===== src/rtl/key_debounce_10_pkg.sv =====
// Shared definitions for the ten-line key debouncer front end.
package key_debounce_10_pkg;

  localparam int N_KEYS = 10;

  typedef enum logic {
    S_STABLE = 1'b0,
    S_SETTLE = 1'b1
  } state_e;

  // A counter that must reach n-1 needs $clog2(n) bits, and always at least one.
  function automatic int cnt_width(input int n);
    return (n <= 2) ? 1 : $clog2(n);
  endfunction

endpackage


===== src/rtl/sync_2ff.sv =====
// Two-flop synchroniser for a vector of asynchronous inputs.
module sync_2ff #(
  parameter int WIDTH = 1
) (
  input  logic             clk,
  input  logic             rst_n,
  input  logic [WIDTH-1:0] d,
  output logic [WIDTH-1:0] q
);

  logic [WIDTH-1:0] meta;

  // NOTE: sequential state uses non-blocking assignments so every flop samples pre-edge values.
  always_ff @(posedge clk or negedge rst_n) begin
    if (!rst_n) begin
      meta <= '0;
      q    <= '0;
    end else begin
      meta <= d;
      q    <= meta;
    end
  end

endmodule


===== src/rtl/key_debounce_10.sv =====
// Synchronises and debounces ten key lines as one vector, emitting press/release strobes.
// Optional auto-repeat of o_press is enabled by defining KEY_REPEAT_EN.
module key_debounce_10
  import key_debounce_10_pkg::*;
#(
  parameter int DEBOUNCE_CYCLES = 120000,
  parameter int REPEAT_DELAY    = 6000000,
  parameter int REPEAT_PERIOD   = 1200000
) (
  input  logic              clk,
  input  logic              rst_n,
  input  logic [N_KEYS-1:0] i_keys,
  output logic [N_KEYS-1:0] o_keys,
  output logic              o_press,
  output logic              o_release,
  output logic              o_busy
);

  localparam int             CNT_W    = cnt_width(DEBOUNCE_CYCLES);
  localparam logic [CNT_W-1:0] CNT_LAST = CNT_W'(DEBOUNCE_CYCLES - 1);

  state_e            state, state_nxt;
  logic [N_KEYS-1:0] sync_keys;
  logic [N_KEYS-1:0] cand, cand_nxt;
  logic [CNT_W-1:0]  cnt, cnt_nxt;
  logic [N_KEYS-1:0] keys_q, keys_nxt;
  logic              commit_press, release_nxt;
  logic              press_q, release_q;
  logic              rpt_fire;

  sync_2ff #(.WIDTH(N_KEYS)) u_sync (
    .clk   (clk),
    .rst_n (rst_n),
    .d     (i_keys),
    .q     (sync_keys)
  );

  // NOTE: every always_comb output gets a default first so no path infers a latch.
  always_comb begin
    state_nxt    = state;
    cand_nxt     = cand;
    cnt_nxt      = cnt;
    keys_nxt     = keys_q;
    commit_press = 1'b0;
    release_nxt  = 1'b0;
    case (state)
      S_STABLE: begin
        if (sync_keys != keys_q) begin
          cand_nxt  = sync_keys;
          cnt_nxt   = '0;
          state_nxt = S_SETTLE;
        end
      end
      S_SETTLE: begin
        if (sync_keys != cand) begin
          cand_nxt = sync_keys;
          cnt_nxt  = '0;
        end else if (cnt == CNT_LAST) begin
          // A bounce back to the old value commits unchanged and both terms stay zero.
          keys_nxt     = cand;
          state_nxt    = S_STABLE;
          commit_press = |(cand & ~keys_q);
          release_nxt  = |(keys_q & ~cand);
        end else begin
          cnt_nxt = cnt + 1'b1;
        end
      end
    endcase
  end

`ifdef KEY_REPEAT_EN
  localparam int RPT_W = cnt_width((REPEAT_DELAY > REPEAT_PERIOD) ? REPEAT_DELAY : REPEAT_PERIOD);
  localparam logic [RPT_W-1:0] DELAY_LAST  = RPT_W'(REPEAT_DELAY - 1);
  localparam logic [RPT_W-1:0] PERIOD_LAST = RPT_W'(REPEAT_PERIOD - 1);

  logic [RPT_W-1:0] rpt_cnt, rpt_cnt_nxt;
  logic             rpt_first, rpt_first_nxt;

  // Repeating only counts while the held vector is unchanged, so leaving S_STABLE never fires.
  always_comb begin
    rpt_cnt_nxt   = '0;
    rpt_first_nxt = 1'b1;
    rpt_fire      = 1'b0;
    if (state == S_STABLE && keys_q != '0 && sync_keys == keys_q) begin
      rpt_first_nxt = rpt_first;
      if (rpt_cnt == (rpt_first ? DELAY_LAST : PERIOD_LAST)) begin
        rpt_fire      = 1'b1;
        rpt_first_nxt = 1'b0;
      end else begin
        rpt_cnt_nxt = rpt_cnt + 1'b1;
      end
    end
  end

  always_ff @(posedge clk or negedge rst_n) begin
    if (!rst_n) begin
      rpt_cnt   <= '0;
      rpt_first <= 1'b1;
    end else begin
      rpt_cnt   <= rpt_cnt_nxt;
      rpt_first <= rpt_first_nxt;
    end
  end
`else
  assign rpt_fire = 1'b0;
`endif

  always_ff @(posedge clk or negedge rst_n) begin
    if (!rst_n) begin
      state     <= S_STABLE;
      cand      <= '0;
      cnt       <= '0;
      keys_q    <= '0;
      press_q   <= 1'b0;
      release_q <= 1'b0;
    end else begin
      state     <= state_nxt;
      cand      <= cand_nxt;
      cnt       <= cnt_nxt;
      keys_q    <= keys_nxt;
      press_q   <= commit_press | rpt_fire;
      release_q <= release_nxt;
    end
  end

  assign o_keys    = keys_q;
  assign o_press   = press_q;
  assign o_release = release_q;
  assign o_busy    = (state == S_SETTLE);

endmodule


===== config.mk =====
export PLATFORM = sky130hd
export DESIGN_NAME = key_debounce_10
export DESIGN_NICKNAME = d
export VERILOG_FILES = /design/src/rtl/key_debounce_10_pkg.sv /design/src/rtl/sync_2ff.sv /design/src/rtl/key_debounce_10.sv
export SDC_FILE = /design/constraint.sdc
export NUM_CORES = 1
export LEC_CHECK = 0
export ABC_CLOCK_PERIOD_IN_PS = 4500
export BUFFER_PORTS_ARGS = -buffer_cell sky130_fd_sc_hd__buf_2
export CORE_AREA = 4 4 93 95
export DETAILED_ROUTE_END_ITERATION = 8
export DIE_AREA = 0 0 97 99
export HOLD_SLACK_MARGIN = 0.08
export SYNTH_ARGS = -nofsm -noshare
export SYNTH_HDL_FRONTEND = slang
export SYNTH_SLANG_ARGS = --single-unit

===== constraint.sdc =====
create_clock -name clk -period 4.5 [get_ports clk]
set_input_delay 0.675 -clock clk [delete_from_list [all_inputs] [get_ports clk]]
set_output_delay 0.675 -clock clk [all_outputs]
set_load 0.02 [all_outputs]

==> metrics.cfg <==
[drt]
routed_wl_mm = 5.804
vias = 2067
route.detailed.drc = 0
first_iter_violations = 133
ant_nets = 0
drt_pass1_iterations = 4
avgViaCountPerCell = 5.300
routedWlPerCell_um = 14.88

[sta]
setup_viol = 0
final.setup_skew_ps = 11.69
fin_crit_ps = 2268
slew_violations = 0
rsz0062_at_grt = no
relSlewSlack_pct = 45.74
hold_viol = 0
setup_slack_ps = 2232
tns_ps = 0
fmax_mhz = 441.0
whs_ps = 349.6
finalCritPeriodShare_pct = 50.39
tightest_slew_ps = 811.6

[run]
cap_violations = 0

[clock_tree]
post-cts-setup-buffers = 0
cts-root-buf = clkbuf_8
htree_levels = 3
cts_num_sinks = 60
clkTransAtPathRegs_ps = 70
clockBufferDepth = 2
cts_resized = 0
cts_tree = built
cts_buffers = 9
clock_latency_ps = 350
hold_buffers = 0

[placed_design]
dp_worst_setup_slack_ps = 2279
dpl_cell_area_um2 = 2883
io_buffers = 24
hpwl_mm = 3.909
gp_congestion = 0.8708
dp.cells = 374

[logic_synthesis]
synth_area_leader_cell = dfrtp_1
ys_ff_latch = 60
async_flop_share_pct = 100.0
yosysMostFrequentCell = dfrtp_1
synth_commonest_cells = dfrtp_1, o21ai_1, nand2_1
ys_seq_area_share_pct = 56.00
synth.avg_cell_area_um2 = 10.47
synth_edf_count = 0
synth_area_leaders = dfrtp_1, o21ai_1, xor2_1, xnor2_1, o21ai_0
syn-instance-count = 256
synth_cell_types = 39
syn-cell-area_um2 = 2681
synth_top_area_share_pct = 56.00
synth_top_flop_cell = dfrtp_1
syn_nets = 269
yosys_warnings = 0

[critical_path]
crit_chain = xnor2_1 -> nand4_1 -> or3_1 -> buf_4 -> or4_1 -> nand3_1
path_max_fanout = 23
reg2reg_to = cnt[6]
reg2reg_slack_ps = 2230
crit_slowest_cell = or3_1
path_buf_inv = 1
r2r_start = u_sync.q[8]
cpLargestDelayFamily = simple AND/OR/NAND/NOR gates
crit_path_start_kind = register
worst-r2r-cell-count = 6
critPathKind = reg -> reg
cp.arrival_ps = 2560
crit_required_ps = 4790
critPathMaxStageDelay_ps = 570
cp-end-kind = register

[floorplanning]
core_um2 = 7727
die-area_um2 = 9603
io_pins = 25
fp.dieW_um = 97
row_count = 32
die_h_um = 99
initial_core_util_pct = 34.70

[final_layout]
fin_util_pct = 40.80
n_fill_cell = 728
syn_to_final_growth_pct = 17.59
n_antenna_cell = 0
drive_gt1_share_pct = 17.36
finalNonFillerCells = 390
layout.nets = 296
design_area_um2 = 3153

[global_route]
top_usage_layer = met2
antenna_found_initial = 0
grt_pass1_vias = 1900
grt_usage_pct = 12.81
met1_usage_pct = 17.46
grt_first_pass_wirelength_mm = 9.577
use_met3_pct = 4.317
grt_max_degree = 61
grt_use_met2_pct = 17.78
overflow = 0

[worst_hold_path]
hp-class = reg -> reg
hold_depth = 0
hold_end = u_sync.q[4]
min_from = u_sync.meta[4]

[pwr]
ir_drop_mv = 0.1458
powerDensity_nw_per_um2 = 401.1
p_leak_nw = 1.453
power_mw = 1.265

[run_status]
status = finished clean

==> metal layers <==
metal	share of wire, %	up-vias
li1	-	978
met1	47	1013
met2	44	67
met3	6.7	9
met4	2.0	0
met5	0	-
==> kinds of logic after synthesis <==
| family | after synthesis | synth area share [%] |
|---|---|---|
| AND/OR/NAND/NOR | 77 | 16.15 |
| AO/OA/AOI/OAI | 71 | 15.87 |
| buffers and inverters | 26 | 4.666 |
| flip-flops | 60 | 56.00 |
| XOR/XNOR | 21 | 6.859 |
| adder cells (fa/ha/maj) | 1 | 0.4666 |
==> worst max path at each step <==
stage | cells past startpoint | from | to | slack, ps
final | 6 | u_sync.q[8] | cnt[6] | 2230
after global routing | 6 | u_sync.q[8] | cnt[6] | 2080
after CTS | 6 | u_sync.q[7] | cnt[9] | 2270
after detailed placement | 6 | u_sync.q[7] | cnt[9] | 2280
after global placement | 6 | u_sync.q[8] | cnt[9] | 2280
after floorplan | 6 | cnt[8] | o_keys[5] | 2480
==> power breakdown <==
group	internal, mW	switching, mW
Clock	0.428	0.233
Combinational	0.0158	0.0254
Sequential	0.553	0.00968
==> registers in the layout, indices dropped and copies added, names as in the netlist <==
| signal | cells |
|---|---|
| cand | 10 |
| cnt | 17 |
| o_busy | 1 |
| o_keys | 10 |
| o_press | 1 |
| o_release | 1 |
| u_sync.meta | 10 |
| u_sync.q | 10 |
==> layout by cell type, fill, tap and decap left out, types with 8 or more instances in the layout <==
master    synthesis  routed
clkbuf_8          0       9
o21ai_1          22      22
dfrtp_1          60      60
nand2_1          19      19
xor2_1           11      11
xnor2_1          10      10
o21ai_0          17      17
a21o_1            8       8
nand4_1          11      11
nand3_1          14      14
nor4_1            8       8
buf_2             4      24
inv_1            15      15
==> worst reg2reg max path, delay by kind of cell (launching register included) <==
family	cells	cell delay (ps)
buffers and inverters	1	300
and+or+nand+nor	4	1310
xor gates and xnor gates	1	190
DFF	1	420
==> area by class of cell <==
class / count / area (um^2) / share of cell area (%)
Multi-Input combinational cell: 170 / 1055 / 33.45
Clock inverter: 7 / 146.4 / 4.643
Sequential cell: 60 / 1501 / 47.62
Clock buffer: 9 / 123.9 / 3.929
Timing Repair Buffer: 27 / 142.6 / 4.524
Tap cell: 102 / 127.6 / 4.048
Inverter: 15 / 56.30 / 1.786
Note: power is estimated with default switching activity, not from simulation.
